## config.mk

```make
export PLATFORM = sky130hd
export DESIGN_NAME = udp_pkt_rx
export DESIGN_NICKNAME = d
export VERILOG_FILES = /design/src/rtl/eth_pkg.sv /design/src/rtl/eth_crc32_d8.sv /design/src/rtl/udp_pkt_rx.sv
export SDC_FILE = /design/constraint.sdc
export NUM_CORES = 1
export LEC_CHECK = 0
export CAP_MARGIN = 20
export CORE_ASPECT_RATIO = 1.1
export CORE_MARGIN = 4
export CORE_UTILIZATION = 30
export CTS_BUF_LIST = sky130_fd_sc_hd__clkbuf_8
export CTS_CLUSTER_DIAMETER = 120
export DETAILED_ROUTE_END_ITERATION = 8
export PLACE_DENSITY_LB_ADDON = 0.08
export SETUP_SLACK_MARGIN = 0.15
export SLEW_MARGIN = 10
export SYNTH_ARGS = -nofsm -noshare
export SYNTH_HDL_FRONTEND = slang
export SYNTH_SLANG_ARGS = --single-unit
```

## constraint.sdc

```tcl
create_clock -name clk -period 8.7 [get_ports clk]
set_input_delay 0.87 -clock clk [delete_from_list [all_inputs] [get_ports clk]]
set_output_delay 0.87 -clock clk [all_outputs]
set_load 0.01 [all_outputs]
```

## src/rtl/eth_pkg.sv

```systemverilog
// Shared Ethernet/IPv4/UDP receive constants, FSM state encoding and CRC helpers.
package eth_pkg;
  localparam logic [7:0]  PREAMBLE_BYTE  = 8'h55;
  localparam logic [7:0]  SFD_BYTE       = 8'hD5;
  localparam logic [15:0] ETHERTYPE_IPV4 = 16'h0800;
  localparam logic [7:0]  IP_PROTO_UDP   = 8'd17;
  localparam logic [7:0]  IPV4_VER_IHL   = 8'h45;
  localparam logic [31:0] CRC_POLY       = 32'hEDB88320;
  localparam logic [31:0] CRC_INIT       = 32'hFFFFFFFF;
  // Good-frame residue, expressed MSB-first (bit-reversed view of the shift register).
  localparam logic [31:0] CRC_RESIDUE    = 32'hC704DD7B;

  typedef enum logic [3:0] {
    ST_IDLE, ST_PREAMBLE, ST_DST_MAC, ST_SRC_MAC, ST_TYPE, ST_IP_HDR,
    ST_UDP_HDR, ST_PAYLOAD, ST_PAD, ST_VERDICT, ST_DROP
  } rx_state_e;

  // One byte of reflected CRC32, LSB of the byte first.
  function automatic logic [31:0] crc32_d8(input logic [31:0] crc, input logic [7:0] d);
    logic [31:0] r;
    r = crc ^ {24'd0, d};
    for (int k = 0; k < 8; k++) r = r[0] ? ((r >> 1) ^ CRC_POLY) : (r >> 1);
    return r;
  endfunction

  function automatic logic [31:0] bitrev32(input logic [31:0] v);
    logic [31:0] r;
    for (int k = 0; k < 32; k++) r[k] = v[31-k];
    return r;
  endfunction

  // Byte idx (0 = most significant) of a 48-bit / 32-bit network-order field.
  function automatic logic [7:0] byte_of48(input logic [47:0] v, input logic [2:0] idx);
    return 8'(v >> (6'd40 - {idx, 3'b000}));
  endfunction

  function automatic logic [7:0] byte_of32(input logic [31:0] v, input logic [1:0] idx);
    return 8'(v >> (5'd24 - {idx, 3'b000}));
  endfunction
endpackage

```

## src/rtl/eth_crc32_d8.sv

```systemverilog
// Byte-wide reflected CRC32 accumulator; i_init has priority over i_en.
module eth_crc32_d8 import eth_pkg::*; (
  input  logic        clk,
  input  logic        rst,
  input  logic        i_init,
  input  logic        i_en,
  input  logic [7:0]  i_data,
  output logic [31:0] o_crc
);
  logic [31:0] crc_q, crc_d;

  // Next CRC: preset, fold in one byte, or hold.
  always_comb begin
    crc_d = crc_q;
    if (i_init)    crc_d = CRC_INIT;
    else if (i_en) crc_d = crc32_d8(crc_q, i_data);
  end

  // CRC register.
  always_ff @(posedge clk or posedge rst) begin
    if (rst) crc_q <= CRC_INIT;
    else     crc_q <= crc_d;
  end

  assign o_crc = crc_q;
endmodule

```

## src/rtl/udp_pkt_rx.sv

```systemverilog
// UDP receive parser: preamble/SFD, Ethernet II, IPv4, UDP; MAC/IP/port filter,
// cut-through payload streaming and a per-frame FCS/header verdict.
module udp_pkt_rx import eth_pkg::*; #(
  parameter logic [47:0] LOCAL_MAC   = 48'h0023543C471B,
  parameter logic [31:0] LOCAL_IP    = 32'h0A000021,
  parameter logic [15:0] LOCAL_PORT  = 16'hC350,
  parameter logic [15:0] MAX_PAYLOAD = 16'd1472
) (
  input  logic        clk,
  input  logic        rst,
  input  logic        i_rx_dv,
  input  logic [7:0]  i_rxd,
  output logic [7:0]  o_data,
  output logic        o_valid,
  output logic        o_sof,
  output logic        o_eof,
  output logic [15:0] o_len,
  output logic [31:0] o_src_ip,
  output logic [15:0] o_src_port,
  output logic        o_done,
  output logic        o_good,
  output logic        o_bad,
  output logic        o_busy
);
  rx_state_e   state_q, state_d;
  logic [15:0] cnt_q, cnt_d, cnt_inc;
  logic [7:0]  prev_q, prev_d;
  logic        mac_loc_q, mac_loc_d, mac_bc_q, mac_bc_d;
  logic        hdr_bad_q, hdr_bad_d;
  logic [15:0] csum_q, csum_d;
  logic [15:0] ip_total_q, ip_total_d;
  logic [15:0] udp_len_q, udp_len_d;
  logic [15:0] src_port_q, src_port_d;
  logic [31:0] src_ip_q, src_ip_d;

  logic [7:0]  o_data_q, o_data_d;
  logic        o_valid_q, o_valid_d, o_sof_q, o_sof_d, o_eof_q, o_eof_d;
  logic [15:0] o_len_q, o_len_d, o_src_port_q, o_src_port_d;
  logic [31:0] o_src_ip_q, o_src_ip_d;
  logic        o_done_q, o_done_d, o_good_q, o_good_d, o_bad_q, o_bad_d;
  logic        o_busy_q, o_busy_d;

  logic [15:0] word, csum_next;
  logic [16:0] csum_sum;
  logic        drop, loc_hit, bc_hit, len_bad, crc_ok, frame_ok, in_crc, in_hdr;
  logic [31:0] crc;

  // FCS covers every byte from the first destination MAC byte through the last FCS byte.
  assign in_crc = (state_q == ST_DST_MAC) || (state_q == ST_SRC_MAC) || (state_q == ST_TYPE) ||
                  (state_q == ST_IP_HDR)  || (state_q == ST_UDP_HDR) || (state_q == ST_PAYLOAD) ||
                  (state_q == ST_PAD);
  // States where losing i_rx_dv means a truncated frame.
  assign in_hdr = in_crc && (state_q != ST_PAD);

  eth_crc32_d8 u_crc (
    .clk    (clk),
    .rst    (rst),
    .i_init (!in_crc),
    .i_en   (in_crc && i_rx_dv),
    .i_data (i_rxd),
    .o_crc  (crc)
  );

  // Parser next-state, header capture and output computation.
  always_comb begin
    state_d      = state_q;
    cnt_d        = cnt_q;
    prev_d       = i_rx_dv ? i_rxd : prev_q;
    mac_loc_d    = mac_loc_q;
    mac_bc_d     = mac_bc_q;
    hdr_bad_d    = hdr_bad_q;
    csum_d       = csum_q;
    ip_total_d   = ip_total_q;
    udp_len_d    = udp_len_q;
    src_port_d   = src_port_q;
    src_ip_d     = src_ip_q;
    o_data_d     = o_data_q;
    o_valid_d    = 1'b0;
    o_sof_d      = 1'b0;
    o_eof_d      = 1'b0;
    o_len_d      = o_len_q;
    o_src_ip_d   = o_src_ip_q;
    o_src_port_d = o_src_port_q;
    o_done_d     = 1'b0;
    o_good_d     = 1'b0;
    o_bad_d      = 1'b0;
    drop         = 1'b0;

    cnt_inc   = (cnt_q == 16'hFFFF) ? cnt_q : cnt_q + 16'd1;
    word      = {prev_q, i_rxd};
    // 1s-complement add with end-around carry; a second carry cannot occur.
    csum_sum  = {1'b0, csum_q} + {1'b0, word};
    csum_next = csum_sum[15:0] + {15'd0, csum_sum[16]};
    // MAC match is tracked byte by byte so a mismatch drops on the offending byte.
    loc_hit   = (cnt_q == 16'd0 || mac_loc_q) && (i_rxd == byte_of48(LOCAL_MAC, cnt_q[2:0]));
    bc_hit    = (cnt_q == 16'd0 || mac_bc_q) && (i_rxd == 8'hFF);
    len_bad   = (udp_len_q < 16'd8) ||
                (({1'b0, udp_len_q} + 17'd20) > {1'b0, ip_total_q}) ||
                ((udp_len_q - 16'd8) > MAX_PAYLOAD);
    crc_ok    = (bitrev32(crc) == CRC_RESIDUE);
    frame_ok  = crc_ok && (cnt_q >= 16'd4) && !hdr_bad_q;

    if (in_hdr && !i_rx_dv) begin
      state_d  = ST_VERDICT;
      o_done_d = 1'b1;
      o_bad_d  = 1'b1;
    end else begin
      case (state_q)
        ST_IDLE, ST_VERDICT: begin
          state_d = ST_IDLE;
          if (i_rx_dv) state_d = (i_rxd == PREAMBLE_BYTE) ? ST_PREAMBLE : ST_DROP;
        end
        ST_PREAMBLE: begin
          if (!i_rx_dv) state_d = ST_IDLE;
          else if (i_rxd == SFD_BYTE) begin
            state_d   = ST_DST_MAC;
            cnt_d     = 16'd0;
            hdr_bad_d = 1'b0;
          end else if (i_rxd != PREAMBLE_BYTE) state_d = ST_DROP;
        end
        ST_DST_MAC: begin
          mac_loc_d = loc_hit;
          mac_bc_d  = bc_hit;
          if (!loc_hit && !bc_hit) drop = 1'b1;
          else if (cnt_q == 16'd5) begin
            state_d = ST_SRC_MAC;
            cnt_d   = 16'd0;
          end else cnt_d = cnt_inc;
        end
        ST_SRC_MAC: begin
          if (cnt_q == 16'd5) begin
            state_d = ST_TYPE;
            cnt_d   = 16'd0;
          end else cnt_d = cnt_inc;
        end
        ST_TYPE: begin
          if (cnt_q == 16'd1) begin
            if (word != ETHERTYPE_IPV4) drop = 1'b1;
            state_d = ST_IP_HDR;
            cnt_d   = 16'd0;
            csum_d  = 16'd0;
          end else cnt_d = cnt_inc;
        end
        ST_IP_HDR: begin
          cnt_d = cnt_inc;
          if (cnt_q[0]) csum_d = csum_next;
          case (cnt_q)
            16'd0: if (i_rxd != IPV4_VER_IHL) drop = 1'b1;
            16'd3: ip_total_d = word;
            16'd6: if (i_rxd[5] || (i_rxd[4:0] != 5'd0)) drop = 1'b1;
            16'd7: if (i_rxd != 8'd0) drop = 1'b1;
            16'd9: if (i_rxd != IP_PROTO_UDP) drop = 1'b1;
            16'd12, 16'd13, 16'd14, 16'd15: src_ip_d = {src_ip_q[23:0], i_rxd};
            16'd16, 16'd17, 16'd18, 16'd19:
              if (i_rxd != byte_of32(LOCAL_IP, cnt_q[1:0])) drop = 1'b1;
            default: ;
          endcase
          if (cnt_q == 16'd19) begin
            if (csum_next != 16'hFFFF) hdr_bad_d = 1'b1;
            state_d = ST_UDP_HDR;
            cnt_d   = 16'd0;
          end
        end
        ST_UDP_HDR: begin
          cnt_d = cnt_inc;
          case (cnt_q)
            16'd1: src_port_d = word;
            16'd3: if (word != LOCAL_PORT) drop = 1'b1;
            16'd5: udp_len_d = word;
            16'd7: begin
              cnt_d     = 16'd0;
              hdr_bad_d = hdr_bad_q || len_bad;
              // A bad header still runs to PAD so the frame ends with a verdict.
              if (hdr_bad_q || len_bad) state_d = ST_PAD;
              else begin
                o_len_d      = udp_len_q - 16'd8;
                o_src_ip_d   = src_ip_q;
                o_src_port_d = src_port_q;
                state_d      = (udp_len_q == 16'd8) ? ST_PAD : ST_PAYLOAD;
              end
            end
            default: ;
          endcase
        end
        ST_PAYLOAD: begin
          o_data_d  = i_rxd;
          o_valid_d = 1'b1;
          o_sof_d   = (cnt_q == 16'd0);
          if (cnt_inc == o_len_q) begin
            o_eof_d = 1'b1;
            state_d = ST_PAD;
            cnt_d   = 16'd0;
          end else cnt_d = cnt_inc;
        end
        ST_PAD: begin
          // Fewer than 4 trailing bytes cannot hold an FCS: runt.
          if (!i_rx_dv) begin
            state_d  = ST_VERDICT;
            o_done_d = 1'b1;
            o_good_d = frame_ok;
            o_bad_d  = !frame_ok;
          end else cnt_d = cnt_inc;
        end
        ST_DROP: if (!i_rx_dv) state_d = ST_IDLE;
        default: state_d = ST_IDLE;
      endcase
    end

    if (drop) state_d = ST_DROP;

    o_busy_d = (state_d == ST_DST_MAC) || (state_d == ST_SRC_MAC) || (state_d == ST_TYPE) ||
               (state_d == ST_IP_HDR)  || (state_d == ST_UDP_HDR) || (state_d == ST_PAYLOAD) ||
               (state_d == ST_PAD)     || (state_d == ST_VERDICT);
  end

  // FSM, header capture and registered outputs.
  always_ff @(posedge clk or posedge rst) begin
    if (rst) begin
      state_q      <= ST_IDLE;
      cnt_q        <= '0;
      prev_q       <= '0;
      mac_loc_q    <= 1'b0;
      mac_bc_q     <= 1'b0;
      hdr_bad_q    <= 1'b0;
      csum_q       <= '0;
      ip_total_q   <= '0;
      udp_len_q    <= '0;
      src_port_q   <= '0;
      src_ip_q     <= '0;
      o_data_q     <= '0;
      o_valid_q    <= 1'b0;
      o_sof_q      <= 1'b0;
      o_eof_q      <= 1'b0;
      o_len_q      <= '0;
      o_src_ip_q   <= '0;
      o_src_port_q <= '0;
      o_done_q     <= 1'b0;
      o_good_q     <= 1'b0;
      o_bad_q      <= 1'b0;
      o_busy_q     <= 1'b0;
    end else begin
      state_q      <= state_d;
      cnt_q        <= cnt_d;
      prev_q       <= prev_d;
      mac_loc_q    <= mac_loc_d;
      mac_bc_q     <= mac_bc_d;
      hdr_bad_q    <= hdr_bad_d;
      csum_q       <= csum_d;
      ip_total_q   <= ip_total_d;
      udp_len_q    <= udp_len_d;
      src_port_q   <= src_port_d;
      src_ip_q     <= src_ip_d;
      o_data_q     <= o_data_d;
      o_valid_q    <= o_valid_d;
      o_sof_q      <= o_sof_d;
      o_eof_q      <= o_eof_d;
      o_len_q      <= o_len_d;
      o_src_ip_q   <= o_src_ip_d;
      o_src_port_q <= o_src_port_d;
      o_done_q     <= o_done_d;
      o_good_q     <= o_good_d;
      o_bad_q      <= o_bad_d;
      o_busy_q     <= o_busy_d;
    end
  end

  assign o_data     = o_data_q;
  assign o_valid    = o_valid_q;
  assign o_sof      = o_sof_q;
  assign o_eof      = o_eof_q;
  assign o_len      = o_len_q;
  assign o_src_ip   = o_src_ip_q;
  assign o_src_port = o_src_port_q;
  assign o_done     = o_done_q;
  assign o_good     = o_good_q;
  assign o_bad      = o_bad_q;
  assign o_busy     = o_busy_q;
endmodule
```

==> summary.md, run 1 <==
| Metric | Value |
|---|---|
| Post-synth top cells | dfrtp_1 (206), mux2_2 (143), nand2_1 (142) |
| Cts hold-fix bufs | 0 |
| Post-CTS Setup Inserts | 0 |
| Slew headroom | 0.273 |
| FF-to-FF Start | udp_len_q[4] |
| Clk pwr share | 0.341 |
| Asr flop ratio synth | 1.00 |
| Initial core utilization | 0.303 |
| First-pass GRT wire length | 63.5 mm |
| Die area | 0.0494 mm^2 |
| Final Cycle Share | 0.589 |
| Setup TNS | 0 ns |
| Leakage Power | 7.07 nW |
| Gate count of the mapped netlist | 1361 |
| Final HPWL DP | 28.1 mm |
| Gate power share | 0.300 |
| Final Util | 0.358 |
| Peak supply drop | 0.148 mV |
| Die W | 212 um |
| Largest fanout on the critical path | 14 |
| Register bit count reported by yosys | 238 |
| Max_cap viols | 0 |
| CTS tree | yes |
| Final hold slack | 0.480 ns |
| CP Capture Type | flip-flop |
| Remaining DRCs | 0 |
| Synthesized area per cell | 10.1 um^2 |
| Register share of total power | 0.359 |
| Post-synth EDFFs | 0 |
| Initial antenna violation count | 0 |
| Mean routed wirelength per cell | 19.7 um |
| Clock root buffer | clkbuf_8 |
| Synthesized net count | 1418 |
| # setup viols final | 0 |
| Global Route Usage Sum | 0.164 |
| Total gr overflow | 0 |
| Num ports | 90 |
| Clock Latency Late Sink | 0.62 ns |
| Final layout net count | 1496 |
| Synth top area share | 0.374 |
| Die height | 233 um |
| Initial DRC Count | 644 |
| Worst Path Required | 9.18 ns |
| Synth Flop Type | dfrtp_1 |
| # clock sinks | 238 |
| Count leader, synth | dfrtp_1 |
| Vias in the first global route | 10678 |
| Post-synth cell types | 87 |
| Critical path arrival | 5.60 ns |
| Kind of critical path | in2reg |
| Hold path endpoint | ip_total_q[3] |
| Worst-Margin Slew | 1.08 ns |
| Worst r2r dst | o_src_port[13] |
| Pins Over Slew Limit | 0 |
| Num rows | 82 |
| Area Overhead vs Synth | 18.1% |
| Via count | 10541 |
| H-tree levels | 2 |
| Port bufs | 89 |
| Hold Path Class | reg2reg |
| Reg2reg setup slack | 3.65 ns |
| Hold_sp | ip_total_q[3] |
| Gpl congestion | 0.848 |
| Worst Skew | 0.0244 ns |
| Leading area contributor after synthesis | dfrtp_1 |
| Share of cells above drive strength 1 | 0.196 |
| Fin crit period | 5.12 ns |
| Drt first pass iters | 6 |
| WL final | 40.7 mm |
| Unrepaired setup endpoints after global routing | false |
| Psw | 0.00128 W |
| Cts repair resizes | 0 |
| Worst Setup Start Kind | primary input |
| Fmax | 195 MHz |
| Final hold vios | 0 |
| Sequential area share after synthesis | 0.435 |
| Core area | 0.0455 mm^2 |
| Status | completed |
| Power per cell area | 226 mW/mm^2 |
| Total CTS buffers | 47 |
| Largest net degree at the start of global routing | 106 |
| Hold Path Depth | 2 |
| Top cells by area, synth | dfrtp_1 (37%), mux2_2 (12%), xnor2_1 (6.3%), dfstp_2 (6.1%), ha_1 (4.1%) |
| Maximum root-to-sink buffer count | 3 |
| Routed Antenna Nets | 0 |
| Ys Warns | 0 |
| Reg2Reg Depth | 15 |
| Switching share of power | 0.349 |
| Clock slew at reported path FFs | 0.07 ns |
| Mapped Area | 0.0138 mm^2 |
| Via-per-instance ratio | 5.10 |
| Internal power | 0.00239 W |
-- final cells by class --
class,instances,area [um^2]
antenna,1,2.50
clock buffer,64,881
clock inverter,24,180
fill,4661,29200
inverter,44,173
multi-input combinational,1004,7310
sequential,238,6000
tap,588,736
timing repair buffer,104,1000
-- registers in the layout, summed over array words and instances (netlist names) --
| register | flops |
|---|---|
| cnt_q | 16 |
| mac_loc_q | 1 |
| mac_bc_q | 1 |
| src_port_q | 16 |
| o_bad | 1 |
| o_src_ip | 32 |
| o_sof | 1 |
| o_valid | 1 |
| o_data | 8 |
| ip_total_q | 16 |
| o_busy | 1 |
| o_src_port | 16 |
| csum_q | 16 |
| hdr_bad_q | 1 |
| prev_q | 8 |
| src_ip_q | 32 |
| o_len | 16 |
| state_q | 4 |
| u_crc.o_crc | 32 |
| udp_len_q | 16 |
| o_good | 1 |
| o_eof | 1 |
| o_done | 1 |
-- power by group through the flow --
stage | Clock [W] | Sequential [W] | Combinational (W)
global placement | 0 | 0.00134 | 0.00111
detailed placement | 0 | 0.00134 | 0.00111
floorplan | 0 | 0.00128 | 0.000880
finish | 0.00125 | 0.00132 | 0.00110
global route | 0.00136 | 0.00133 | 0.00124
CTS | 0.00131 | 0.00132 | 0.00112
-- how the worst max path moves through the flow --
stage / from / to / slack, ns / cells past startpoint
floorplan: rst / cnt_q[0] / 1.35 / 1
global placement: i_rxd[0] / hdr_bad_q / 2.99 / 20
detailed placement: i_rxd[0] / hdr_bad_q / 2.96 / 20
CTS: udp_len_q[4] / o_src_port[13] / 3.55 / 15
global route: i_rxd[0] / hdr_bad_q / 3.06 / 20
finish: i_rxd[0] / hdr_bad_q / 3.58 / 20
-- stage by stage --
| stage | total power (W) | setup slack (ns) | instance area, um^2 | instances |
|---|---|---|---|---|
| final | 0.00368 | 3.58 | 16300 | 2067 |
| after CTS | 0.00375 | 3.55 | 16300 | 2064 |
| after detailed placement | 0.00245 | 2.96 | 15200 | 1976 |
| after global routing | 0.00393 | 3.06 | 16300 | 2066 |
| after global placement | 0.00245 | 2.99 | 15200 | 1976 |
| after floorplan | 0.00216 | 1.35 | 13800 | 1361 |
-- critical path: stages --
cell and delay (ns):
clkdlybuf4s50_1 0.72, ha_1 0.41, fa_1 0.43, a21oi_1 0.35
o21ai_0 0.15, a21oi_1 0.29, a31oi_1 0.22, a21o_1 0.21
a21oi_1 0.13, nor2_1 0.05, o21ai_0 0.15, nand2b_1 0.09
ha_1 0.21, ha_1 0.22, xnor2_1 0.15, nor4_1 0.30
nand4b_1 0.14, nor4_1 0.18, and4_1 0.23, a31oi_1 0.08
-- cell families (layout without fill, tap and decap cells) --
family | count (synthesis) | count (layout) | synth area share
fa+ha+maj | 46 | 46 | 0.0423
xor+xnor | 145 | 145 | 0.0921
other cells | 0 | 1 | 0
compound gates | 243 | 243 | 0.113
simple gates | 416 | 416 | 0.157
flops | 238 | 238 | 0.435
buf+inv | 119 | 236 | 0.0352
mux | 154 | 154 | 0.125
-- placed cells by master (no fill, tap or decap), drive strengths merged, types with 32 or more instances in the layout --
| cell type | instances |
|---|---|
| nand2 | 142 |
| dfrtp | 206 |
| xnor2 | 99 |
| dfstp | 32 |
| mux2 | 144 |
| clkbuf | 64 |
| clkdlybuf4s50 | 88 |
| o21ai | 71 |
| xor2 | 46 |
| nor2 | 66 |
| a21oi | 65 |
| inv | 59 |
| nand3 | 32 |
| ha | 45 |
-- layer usage --
| layer | up-vias | part of all wire | GRT usage |
|---|---|---|---|
| li1 | 5017 | - | - |
| met1 | 5253 | 0.46 | 0.227 |
| met2 | 212 | 0.48 | 0.266 |
| met3 | 59 | 0.036 | 0.0274 |
| met4 | 0 | 0.021 | 0.0453 |
| met5 | - | 0 | 0 |
Note: power is estimated with default switching activity, not from simulation.
==> run 2: changes to the inputs <==
==> constraint.sdc (replaced) <==
create_clock -name clk -period 4.36 [get_ports clk]
set_input_delay 0.436 -clock clk [delete_from_list [all_inputs] [get_ports clk]]
set_output_delay 0.436 -clock clk [all_outputs]
set_load 0.01 [all_outputs]
==> summary.md, run 2 (synthesized netlist as in run 1, its figures left out) <==
| Metric | Value |
|---|---|
| Fmax | 250 MHz |
| H-tree levels | 2 |
| Pins Over Slew Limit | 0 |
| Final Cycle Share | 0.916 |
| Worst Setup Start Kind | flip-flop |
| Final HPWL DP | 29.0 mm |
| Remaining DRCs | 0 |
| Most frequent cells in the layout | dfrtp_1 (206), mux2_2 (143), nand2_1 (142) |
| Worst Path Required | 4.84 ns |
| First-pass GRT wire length | 64.7 mm |
| Core area | 0.0455 mm^2 |
| FF-to-FF Start | udp_len_q[4] |
| CTS tree | yes |
| Setup ws final | 0.367 ns |
| Num ports | 90 |
| Reg2Reg Depth | 16 |
| Share of cells above drive strength 1 | 0.236 |
| Worst Skew | 0.0179 ns |
| Final layout net count | 1574 |
| Die height | 233 um |
| Fin cells | 2141 |
| Power per cell area | 427 mW/mm^2 |
| Fillers | 4622 |
| Cts hold-fix bufs | 0 |
| Initial antenna violation count | 2 |
| Clock Latency Late Sink | 0.61 ns |
| Area Overhead vs Synth | 22.8% |
| Fin crit period | 3.99 ns |
| Total gr overflow | 0 |
| Die W | 212 um |
| Maximum root-to-sink buffer count | 3 |
| Worst r2r dst | o_src_ip[26] |
| Crit. Startpoint | udp_len_q[4] |
| Slew headroom | 0.424 |
| Port bufs | 89 |
| Vias in the first global route | 11094 |
| Hold Path Class | in2async |
| Final hold slack | 0.115 ns |
| Kind of critical path | reg2reg |
| Most common cell after layout, fill and taps aside | dfrtp_1 |
| Clock slew at reported path FFs | 0.06 ns |
| # setup viols final | 0 |
| Largest fanout on the critical path | 8 |
| Gpl congestion | 0.883 |
| WL final | 41.3 mm |
| Drt first pass iters | 7 |
| Unrepaired setup endpoints after global routing | true |
| CP Capture Type | flip-flop |
| Largest net degree at the start of global routing | 103 |
| Initial core utilization | 0.303 |
| Worst-Margin Slew | 0.858 ns |
| Max_cap viols | 0 |
| Mean routed wirelength per cell | 19.3 um |
| Total CTS buffers | 44 |
| Peak supply drop | 0.298 mV |
| Routed Antenna Nets | 0 |
| Via count | 10806 |
| Via-per-instance ratio | 5.05 |
| Num rows | 82 |
| # clock sinks | 238 |
| Initial DRC Count | 607 |
| Worst slack, placed | -0.268 ns |
| Leakage Power | 7.46 nW |
| Final hold vios | 0 |
| Die area | 0.0494 mm^2 |
| Global Route Usage Sum | 0.166 |
| Clock root buffer | clkbuf_8 |
| Placed Cells | 2051 |
| Critical path arrival | 4.48 ns |
| Reg2reg setup slack | 0.37 ns |
| Status | completed |
[run 2: changes by cell type in the layout (fill, tap and decap cells not counted), moves of 2 or more]
cell       previous run  this run
buf_4                13        88
buf_12                0         4
clkbuf_8             64        61
clkinv_2              6         3
clkbuf_16             0         2
[run 2: how the worst max path moves through the flow]
stage / end / slack, ns / cells after the start
floorplan: o_len[0] / 0.31 / 17
global placement: hdr_bad_q / -0.17 / 20
detailed placement: hdr_bad_q / -0.27 / 20
CTS: o_src_port[4] / 0.13 / 16
global route: hdr_bad_q / 0.11 / 19
finish: o_src_ip[26] / 0.37 / 16
[run 2: metrics by stage]
step           total power [W]  area (um^2)  setup TNS, ns  utilization
2_1_floorplan          0.00431        13800              0            -
3_3_place_gp           0.00498        15800         -0.171        0.348
3_5_place_dp           0.00497        15800         -0.271        0.348
4_1_cts                0.00736        16800              0        0.371
5_1_grt                0.00772        16900              0        0.372
6_report               0.00723        16900              0        0.372
[run 2: worst max-delay path, stage by stage, from the launching register on]
cell,delay (ns)
dfrtp_1,0.37
inv_1,0.08
ha_1,0.20
a21oi_1,0.10
or4b_4,0.56
nor2_1,0.15
xor2_1,0.17
ha_1,0.27
o21a_1,0.19
o21ai_0,0.15
a32o_1,0.14
a41oi_1,0.06
nor4_1,0.31
buf_4,0.19
and4_4,0.37
clkbuf_16,0.22
mux2_2,0.33
[run 2: final cells by class]
type | instances | area (um^2) | area share
diodes | 1 | 2.50 | 0.000148
well taps | 588 | 736 | 0.0435
multi-input cells | 1004 | 7340 | 0.433
inverters | 44 | 169 | 0.00998
clock buffers | 61 | 840 | 0.0496
clock inverters | 20 | 135 | 0.00798
repair buffers | 185 | 1720 | 0.101
flip-flops and latches | 238 | 6000 | 0.354
[run 2: power by group]
group	total [W]	leakage, nW	switching [W]	internal [W]
Sequential	0.00259	3.16	0.000174	0.00242
Clock	0.00231	0.552	0.00100	0.00131
Combinational	0.00232	3.75	0.00132	0.00100
[run 2: metal layers]
| layer | vias to the layer above | wire, um | track usage | share of wire |
|---|---|---|---|---|
| li1 | 5168 | - | - | - |
| met1 | 5356 | 19300 | 0.230 | 0.47 |
| met2 | 221 | 19300 | 0.271 | 0.47 |
| met3 | 61 | 1720 | 0.0278 | 0.042 |
| met4 | 0 | 892 | 0.0435 | 0.022 |
| met5 | - | 0 | 0 | 0 |
[run 2: timing repair]
action | in CTS | in global routing
gates resized for setup | 3 | 5
cloned | 1 | 2
endpoints found under the hold margin | 0 | 0
setup buffers | 3 | 2
setup endpoints to repair | 32 | 57
pin swaps | 2 | 1
==> run 3: changes to the inputs <==
--- a/config.mk
+++ b/config.mk
@@ -6,7 +6,7 @@
 export NUM_CORES = 1
 export LEC_CHECK = 0
 export CAP_MARGIN = 20
-export CORE_ASPECT_RATIO = 1.1
+export CORE_ASPECT_RATIO = 0.8
 export CORE_MARGIN = 4
 export CORE_UTILIZATION = 30
 export CTS_BUF_LIST = sky130_fd_sc_hd__clkbuf_8
==> summary.md, run 3 (synthesized netlist as in run 1, its figures left out) <==
| Metric | Value |
|---|---|
| Internal power | 0.00482 W |
| CP Capture Type | flip-flop |
| Share of cells above drive strength 1 | 0.232 |
| Peak supply drop | 0.214 mV |
| Area occupied by multi-input gates | 0.00734 mm^2 |
| Status | completed |
| Worst Setup Start Kind | flip-flop |
| Largest net degree at the start of global routing | 85 |
| Pins Over Slew Limit | 0 |
| Leakage Power | 7.38 nW |
| Crit path max-delay family | simple AND/OR/NAND/NOR gates |
| # clock sinks | 238 |
| Initial core utilization | 0.307 |
| Maximum root-to-sink buffer count | 3 |
| Slew headroom | 0.302 |
| Gpl congestion | 0.875 |
| CP cell instances | buf_4, ha_1, nor2_1, nor3b_2, nand3_1, xnor2_1, ha_1, a2111oi_1, a41oi_1, nor4_1, buf_4, and4_4, buf_12, clkbuf_16, mux2_2 |
| Tot Pwr | 0.00736 W |
| Worst-Margin Slew | 1.05 ns |
| Power per cell area | 436 mW/mm^2 |
| Drt first pass iters | 5 |
| Final Cell Area | 0.0169 mm^2 |
| Fillers | 4528 |
| CTS tree | yes |
| Most frequent cells in the layout | dfrtp_1 (206), mux2_2 (143), nand2_1 (142) |
| Max_cap viols | 0 |
| Clock root buffer | clkbuf_8 |
| First-pass GRT wire length | 65.3 mm |
| Register area | 0.00600 mm^2 |
| Total CTS buffers | 43 |
| Num ports | 90 |
| Area Overhead vs Synth | 22.4% |
| Unrepaired setup endpoints after global routing | false |
| Final hold vios | 0 |
| # diodes | 0 |
| Vias in the first global route | 10892 |
| Post-DP Area | 0.0158 mm^2 |
| Worst path slowest cell | a2111oi_1 |
| Switching share of power | 0.346 |
| Via-per-instance ratio | 5.06 |
| Register share of total power | 0.353 |
| Initial DRC Count | 760 |
| Total gr overflow | 0 |
| Clock Latency Late Sink | 0.60 ns |
| Kind of critical path | reg2reg |
| Fmax | 249 MHz |
| Die W | 248 um |
| Fin cells | 2138 |
| Critical path arrival | 4.49 ns |
| Routed Antenna Nets | 0 |
| Die height | 200 um |
| Mean routed wirelength per cell | 19.5 um |
| Die area | 0.0495 mm^2 |
| Most common cell after layout, fill and taps aside | dfrtp_1 |
| Num rows | 69 |
| Final HPWL DP | 29.0 mm |
| # setup viols final | 0 |
| Placed Cells | 2056 |
| Initial antenna violation count | 0 |
| Via count | 10810 |
| Clock slew at reported path FFs | 0.06 ns |
| Worst Skew | 0.0186 ns |
| Clk pwr share | 0.329 |
| Final Cycle Share | 0.921 |
| Setup ws final | 0.343 ns |
| Slowest stage delay, CP | 0.47 ns |
| Port bufs | 89 |
| Worst Path Required | 4.83 ns |
| Largest fanout on the critical path | 10 |
| Gate power share | 0.318 |
| Buf/Inv on CP | 4 |
| H-tree levels | 2 |
| Final layout net count | 1558 |
| Psw | 0.00255 W |
| WL final | 41.7 mm |
| Fin crit period | 4.02 ns |
| Global Route Usage Sum | 0.169 |
| Remaining DRCs | 0 |
| Core area | 0.0449 mm^2 |
| Worst slack, placed | -0.189 ns |
| Hold Path Class | in2async |
==> run 3: area by class of cell <==
class                           instances  share of cell area
Inverter                               44              0.0100
Sequential cell                       238               0.356
Multi-Input combinational cell       1004               0.435
Tap cell                              603              0.0447
Timing Repair Buffer                  170              0.0953
Clock inverter                         24              0.0145
Clock buffer                           55              0.0449
==> run 3: worst register-to-register path, stage by stage (launching register included) <==
cell       delay [ns]
dfrtp_1          0.37
buf_4            0.17
ha_1             0.24
nor2_1           0.07
nor3b_2          0.30
nand3_1          0.14
xnor2_1          0.20
ha_1             0.30
a2111oi_1        0.47
a41oi_1          0.23
nor4_1           0.30
buf_4            0.18
and4_4           0.22
buf_12           0.15
clkbuf_16        0.20
mux2_2           0.33
==> run 3: timing repair <==
action	4_1_cts	5_1_grt
gates resized for setup	0	8
buffers inserted	0	1
setup endpoints to repair	0	53
hold buffers	0	0
==> run 3: routing by layer <==
| layer | GRT usage | up-vias | wire, um | part of all wire |
|---|---|---|---|---|
| li1 | - | 5124 | - | - |
| met1 | 0.260 | 5332 | 21100 | 0.50 |
| met2 | 0.241 | 297 | 17700 | 0.42 |
| met3 | 0.0311 | 57 | 2240 | 0.054 |
| met4 | 0.0459 | 0 | 754 | 0.018 |
| met5 | 0 | - | 0 | 0 |
==> run 3: final timing paths <==
check                                  start           end  slack, ns  cells after the start
max in group asynchronous                rst     o_data[6]       3.30                      3
worst max-delay path            udp_len_q[3]  o_src_ip[21]       0.34                     15
worst min-delay path                     rst    state_q[2]       0.24                      2
worst max register to register  udp_len_q[3]  o_src_ip[21]       0.34                     15
worst min register to register      mac_bc_q      mac_bc_q       0.49                      1
min in group clk                     i_rx_dv      mac_bc_q       0.48                      4
==> run 3: power by group through the flow <==
| stage | combinational, W | sequential, W | clock [W] |
|---|---|---|---|
| after floorplan | 0.00176 | 0.00255 | 0 |
| after global placement | 0.00236 | 0.00264 | 0 |
| after detailed placement | 0.00235 | 0.00263 | 0 |
| after CTS | 0.00237 | 0.00260 | 0.00251 |
| after global routing | 0.00261 | 0.00262 | 0.00261 |
| final | 0.00234 | 0.00260 | 0.00242 |
==> run 3: metrics by stage <==
step / util / hold WS [ns] / TNS, ns
after floorplan: - / 0.444 / 0
after global placement: 0.351 / 0.467 / -0.0801
after detailed placement: 0.351 / 0.474 / -0.189
after CTS: 0.373 / 0.198 / 0
after global routing: 0.376 / 0.261 / 0
final: 0.376 / 0.237 / 0
